File: src/rtl/riscv_pkg.sv
// Shared encodings for the multi-cycle RISC-V core: opcodes, datapath selects, controller states.
package riscv_pkg;

    localparam int unsigned OP_W    = 7;
    localparam int unsigned STATE_W = 3;

    // Base opcodes handled by the controller
    localparam logic [OP_W-1:0] OP_R      = 7'b0110011;
    localparam logic [OP_W-1:0] OP_I      = 7'b0010011;
    localparam logic [OP_W-1:0] OP_LOAD   = 7'b0000011;
    localparam logic [OP_W-1:0] OP_STORE  = 7'b0100011;
    localparam logic [OP_W-1:0] OP_BRANCH = 7'b1100011;
    localparam logic [OP_W-1:0] OP_JAL    = 7'b1101111;
    localparam logic [OP_W-1:0] OP_LUI    = 7'b0110111;
    localparam logic [OP_W-1:0] OP_SYSTEM = 7'b1110011;

    // pc_src encodings
    localparam logic [1:0] PC_SRC_PLUS4  = 2'd0;
    localparam logic [1:0] PC_SRC_TARGET = 2'd1;

    // alu_src_a encodings
    localparam logic [1:0] ALU_A_OLD_PC = 2'd0;
    localparam logic [1:0] ALU_A_RS1    = 2'd1;
    localparam logic [1:0] ALU_A_ZERO   = 2'd2;

    // alu_src_b encodings
    localparam logic [1:0] ALU_B_RS2  = 2'd0;
    localparam logic [1:0] ALU_B_IMM  = 2'd1;
    localparam logic [1:0] ALU_B_FOUR = 2'd2;

    // wb_sel encodings
    localparam logic [1:0] WB_ALU = 2'd0;
    localparam logic [1:0] WB_MEM = 2'd1;
    localparam logic [1:0] WB_PC  = 2'd2;

    // Controller states
    localparam logic [STATE_W-1:0] ST_RESET  = 3'd0;
    localparam logic [STATE_W-1:0] ST_FETCH  = 3'd1;
    localparam logic [STATE_W-1:0] ST_DECODE = 3'd2;
    localparam logic [STATE_W-1:0] ST_EXEC   = 3'd3;
    localparam logic [STATE_W-1:0] ST_MEM    = 3'd4;
    localparam logic [STATE_W-1:0] ST_WB     = 3'd5;
    localparam logic [STATE_W-1:0] ST_HALT   = 3'd6;

    // True for opcodes that proceed from DECODE to EXEC
    function automatic logic is_exec_op(input logic [OP_W-1:0] op);
        return (op == OP_R) || (op == OP_I) || (op == OP_LOAD) || (op == OP_STORE) ||
               (op == OP_BRANCH) || (op == OP_JAL) || (op == OP_LUI);
    endfunction

endpackage

File: src/rtl/mc_controller.sv
// Multi-cycle sequencing controller: FETCH/DECODE/EXEC/MEM/WB with retired-instruction counter.
module mc_controller
    import riscv_pkg::*;
#(
    parameter int unsigned XLEN = 32
) (
    input  logic            clk,
    input  logic            rst_n,
    input  logic [6:0]      opcode,
    input  logic            mem_ready,
    input  logic            branch_taken,
    output logic            ir_write,
    output logic            pc_write,
    output logic [1:0]      pc_src,
    output logic            mem_req,
    output logic            mem_we,
    output logic            mem_addr_sel,
    output logic [1:0]      alu_src_a,
    output logic [1:0]      alu_src_b,
    output logic            alu_force_add,
    output logic            reg_write,
    output logic [1:0]      wb_sel,
    output logic            halted,
    output logic            illegal,
    output logic [XLEN-1:0] instret
);

    logic [STATE_W-1:0] state_q, state_d;
    logic [OP_W-1:0]    op_q, op_d;
    logic               illegal_q, illegal_d;
    logic [XLEN-1:0]    instret_q, instret_d;

    // State, latched opcode, sticky illegal flag and retire counter
    always_ff @(posedge clk or negedge rst_n) begin
        if (!rst_n) begin
            state_q   <= ST_RESET;
            op_q      <= '0;
            illegal_q <= 1'b0;
            instret_q <= '0;
        end else begin
            state_q   <= state_d;
            op_q      <= op_d;
            illegal_q <= illegal_d;
            instret_q <= instret_d;
        end
    end

    // Next-state and Moore output decode; FETCH handshake strobes also follow mem_ready
    always_comb begin
        state_d       = state_q;
        op_d          = op_q;
        illegal_d     = illegal_q;
        instret_d     = instret_q;
        ir_write      = 1'b0;
        pc_write      = 1'b0;
        pc_src        = PC_SRC_PLUS4;
        mem_req       = 1'b0;
        mem_we        = 1'b0;
        mem_addr_sel  = 1'b0;
        alu_src_a     = ALU_A_OLD_PC;
        alu_src_b     = ALU_B_RS2;
        alu_force_add = 1'b0;
        reg_write     = 1'b0;
        wb_sel        = WB_ALU;
        halted        = 1'b0;

        case (state_q)
            ST_RESET: state_d = ST_FETCH;
            ST_FETCH: begin
                mem_req = 1'b1;
                if (mem_ready) begin
                    ir_write = 1'b1;
                    pc_write = 1'b1;
                    state_d  = ST_DECODE;
                end
            end
            ST_DECODE: begin
                op_d = opcode;
                if (is_exec_op(opcode)) begin
                    state_d = ST_EXEC;
                end else begin
                    state_d = ST_HALT;
                    if (opcode != OP_SYSTEM) illegal_d = 1'b1;
                end
            end
            ST_EXEC: begin
                case (op_q)
                    OP_R: begin
                        alu_src_a = ALU_A_RS1;
                        alu_src_b = ALU_B_RS2;
                        state_d   = ST_WB;
                    end
                    OP_I: begin
                        alu_src_a = ALU_A_RS1;
                        alu_src_b = ALU_B_IMM;
                        state_d   = ST_WB;
                    end
                    OP_LOAD, OP_STORE: begin
                        alu_src_a     = ALU_A_RS1;
                        alu_src_b     = ALU_B_IMM;
                        alu_force_add = 1'b1;
                        state_d       = ST_MEM;
                    end
                    OP_BRANCH: begin
                        alu_src_a = ALU_A_RS1;
                        alu_src_b = ALU_B_RS2;
                        pc_src    = PC_SRC_TARGET;
                        pc_write  = branch_taken;
                        state_d   = ST_FETCH;
                    end
                    OP_JAL: begin
                        pc_write = 1'b1;
                        pc_src   = PC_SRC_TARGET;
                        state_d  = ST_WB;
                    end
                    OP_LUI: begin
                        alu_src_a     = ALU_A_ZERO;
                        alu_src_b     = ALU_B_IMM;
                        alu_force_add = 1'b1;
                        state_d       = ST_WB;
                    end
                    default: state_d = ST_HALT;
                endcase
            end
            ST_MEM: begin
                mem_req      = 1'b1;
                mem_addr_sel = 1'b1;
                mem_we       = (op_q == OP_STORE);
                if (mem_ready) state_d = (op_q == OP_STORE) ? ST_FETCH : ST_WB;
            end
            ST_WB: begin
                reg_write = 1'b1;
                if (op_q == OP_LOAD)     wb_sel = WB_MEM;
                else if (op_q == OP_JAL) wb_sel = WB_PC;
                else                     wb_sel = WB_ALU;
                state_d = ST_FETCH;
            end
            ST_HALT: halted = 1'b1;
            default: state_d = ST_RESET;
        endcase

        // Retire on the edge that returns to FETCH from EXEC, MEM or WB
        if ((state_d == ST_FETCH) &&
            ((state_q == ST_EXEC) || (state_q == ST_MEM) || (state_q == ST_WB)))
            instret_d = instret_q + XLEN'(1);
    end

    assign illegal = illegal_q;
    assign instret = instret_q;

endmodule
File: config.mk
export PLATFORM = sky130hd
export DESIGN_NAME = mc_controller
export DESIGN_NICKNAME = d
export VERILOG_FILES = /design/src/rtl/riscv_pkg.sv /design/src/rtl/mc_controller.sv
export SDC_FILE = /design/constraint.sdc
export NUM_CORES = 1
export LEC_CHECK = 0
export BUFFER_PORTS_ARGS = -buffer_cell sky130_fd_sc_hd__buf_2
export CORE_ASPECT_RATIO = 1.75
export CORE_MARGIN = 3
export CORE_UTILIZATION = 50
export CTS_BUF_LIST = sky130_fd_sc_hd__clkbuf_4 sky130_fd_sc_hd__clkbuf_8
export DETAILED_ROUTE_END_ITERATION = 16
export GPL_TIMING_DRIVEN = 0
export PLACE_DENSITY = 0.79
export REMOVE_ABC_BUFFERS = 1
export SKIP_CTS_REPAIR_TIMING = 1
export SYNTH_ARGS = -nofsm -noshare
export SYNTH_HDL_FRONTEND = slang
export SYNTH_SLANG_ARGS = --single-unit
File: constraint.sdc
create_clock -name clk -period 1.84 [get_ports clk]
set_input_delay 0.46 -clock clk [delete_from_list [all_inputs] [get_ports clk]]
set_output_delay 0.46 -clock clk [all_outputs]
set_load 0.01 [all_outputs]
==> impl_metrics.yaml <==
power_and_ir_drop:
  ir_worst_vdd_mv: 0.580
  design_power_total_mw: 1.70
  powerDensity_nw_per_um2: 555
  p_leak_nw: 1.44
placed_design:
  portBuffers: 57
  place_hpwl_um: 3900
  gp_congestion: 0.936
sta:
  final_max_slew_viol_count: 0
  worst_slack_ps: -406
  tightestPinTransition_ps: 933
  final-hold-violation-count: 0
  rsz0062_at_grt: "yes"
  fin_crit_sh_pct: 122
  slew_headroom_pct: 37.8
  setup_viol_count_final: 15
  fin_hold_ws_ps: 299
  max_freq_ghz: 0.445
  clock-skew-final_ps: 9.55
  period_minus_slack_ps: 2250
route:
  post-route-drc-count: 0
  wl_per_cell_um: 16.4
  drtPass1Iterations: 4
  routed_wl_um: 5830
  drt.antenna.violating_nets: 0
  drt_iter0_drc: 125
  vias_per_cell: 5.76
  dr_total_vias: 2052
logic_synthesis:
  synth-seq-cells: 43
  async_flop_share_pct: 100
  synth.avg_cell_area_sq_um: 10.3
  syn_area_sq_um: 2370
  yosysSeqAreaShare_pct: 45.3
  synth_area_leaders: "dfrtp_1 45%, xnor2_1 7.7%, nand4_1 4.0%"
  synth_edf_count: 0
  synth_cells: 230
  synth_top_area_cell: "dfrtp_1"
  ys.flop_type: "dfrtp_1"
  yosysWarningCount: 0
  synth_cell_types: 48
  yosys.area.top_type_share_pct: 45.3
clock_tree:
  clk_latency_ps: 300
  cts_tree: "yes"
  cts.sinks: 43
  clkTransAtPathRegs_ps: 80
  h-tree-depth: 2
  cts-root-buf: "clkbuf_8"
  cts-buffers-inserted: 5
  clock_path_buffers: 2
critical_path:
  startpoint_type: "flop"
  critPathArrivalTime_ps: 1790
  setup.worst_path.end_class: "output pin"
  critPathKind: "flop to output pin"
  worstPathRequired_ps: 1380
  worst-path-max-fanout: 4
floorplan:
  start_util_pct: 53.0
  die-area_sq_um: 5650
  std_cell_rows: 32
  io_pins: 60
  fp.coreArea_sq_um: 4480
  die_w_um: 58.1
  die_h_um: 97.2
grt:
  overflow: 0
  grt_max_degree: 44
  gr-usage-all-layers_pct: 19.7
  antenna_found_initial: 0
  grt_pass1_vias: 1834
  grt_pass1_wl_um: 8680
cells_and_area:
  n_antenna_cell: 0
  fillers: 350
  layout-drive-gt1-share_pct: 44.3
  syn2layout_area_growth_pct: 29.2
  layout.nets: 317
job:
  cap_violations: 0
status:
  violations: "setup timing"
  status: "finished, violations left"
min_path:
  min_path_type: "primary input to async pin"
==> synthesized netlist by cell type (all sizes together), types with 7 or more instances <==
master	instances
and3	8
and4	7
buf	9
dfrtp	43
mux2	8
nand2	18
nand2b	7
nand3	13
nand4	15
nor2	17
nor3	7
xnor2	21
xor2	12
==> final cells by class <==
class | instances | area [sq um] | area share [%]
Clock buffer | 6 | 76.3 | 2.49
Clock inverter | 1 | 30.0 | 0.979
Inverter | 4 | 15.0 | 0.489
Multi-Input combinational cell | 174 | 1350 | 44.0
Sequential cell | 43 | 1090 | 35.4
Tap cell | 51 | 63.8 | 2.08
Timing Repair Buffer | 77 | 447 | 14.6
==> report_power, final <==
group | leakage, nW | switching [mW] | internal (mW)
logic | 0.839 | 0.0328 | 0.0145
clock network | 0.0547 | 0.298 | 0.412
registers | 0.543 | 0 | 0.944
total | 1.44 | 0.331 | 1.37
==> per-stage QoR <==
step                TNS, ps  setup WS [ps]  util (%)  instance area, sq um  cells
finish                -2450           -406      68.4                  3070    356
CTS                   -9220           -535      61.6                  2760    336
detailed placement    -6590           -372      59.2                  2660    329
global route          -3740           -445      68.4                  3070    356
global placement      -5860           -336      59.2                  2660    329
floorplan              -394           -151         -                  2310    221
==> registers in the layout (all words and copies together), names as in the netlist <==
signal	count
state_q	3
instret	32
op_q	7
illegal	1
==> metal layers <==
metal | part of all wire (%) | track usage [%] | up-vias
met2 | 55 | 34.0 | 65
met4 | 2.5 | 8.39 | 0
met5 | 0 | 0 | -
met1 | 38 | 22.6 | 1005
met3 | 4.7 | 4.26 | 13
li1 | - | - | 969
==> final timing paths <==
kind	slack [ps]	startpoint	cells after the start	to
worst max-delay path	-410	op_q[3]	4	mem_we
worst min-delay path	300	rst_n	1	instret[23]
worst max register to register	-40	op_q[5]	7	instret[3]
worst min register to register	470	illegal	1	illegal
max in group asynchronous	900	rst_n	1	instret[10]
min in group clk	410	opcode[0]	2	op_q[0]
==> cells by family after synthesis <==
family | after synthesis | synth area share [%]
AO/OA/AOI/OAI | 19 | 6.38
XOR/XNOR | 33 | 12.8
adder cells (fa/ha/maj) | 1 | 0.527
buffers and inverters | 14 | 3.63
flip-flops | 43 | 45.3
multiplexers | 8 | 3.79
other | 1 | 0.158
AND/OR/NAND/NOR | 111 | 27.4
==> placed cells by master, fill, tap and decap left out, types with 2 or more instances in the layout <==
cell type,count
buf_4,16
nor3_1,2
inv_1,2
nor2_2,4
and2_1,3
nor2_1,7
and3_1,8
nand4_1,15
nor2_4,6
dfrtp_1,34
and4_1,7
xor2_1,10
dfrtp_2,9
conb_1,2
a21oi_1,4
nand3_1,13
clkbuf_2,2
o21ai_0,3
inv_2,2
buf_2,57
nand2b_1,6
mux2_2,8
nand2_1,18
xnor2_1,21
nor4_1,2
clkbuf_8,5
xor2_2,2
or3_4,2
nor3_2,4
nor4bb_1,2
==> critical path, cell delays in order, from the launching register on <==
cell     delay, ps
dfrtp_1        440
or2_4          290
or3_4          370
nor4_2         230
buf_2          170
(Power assumes the default switching activity.)
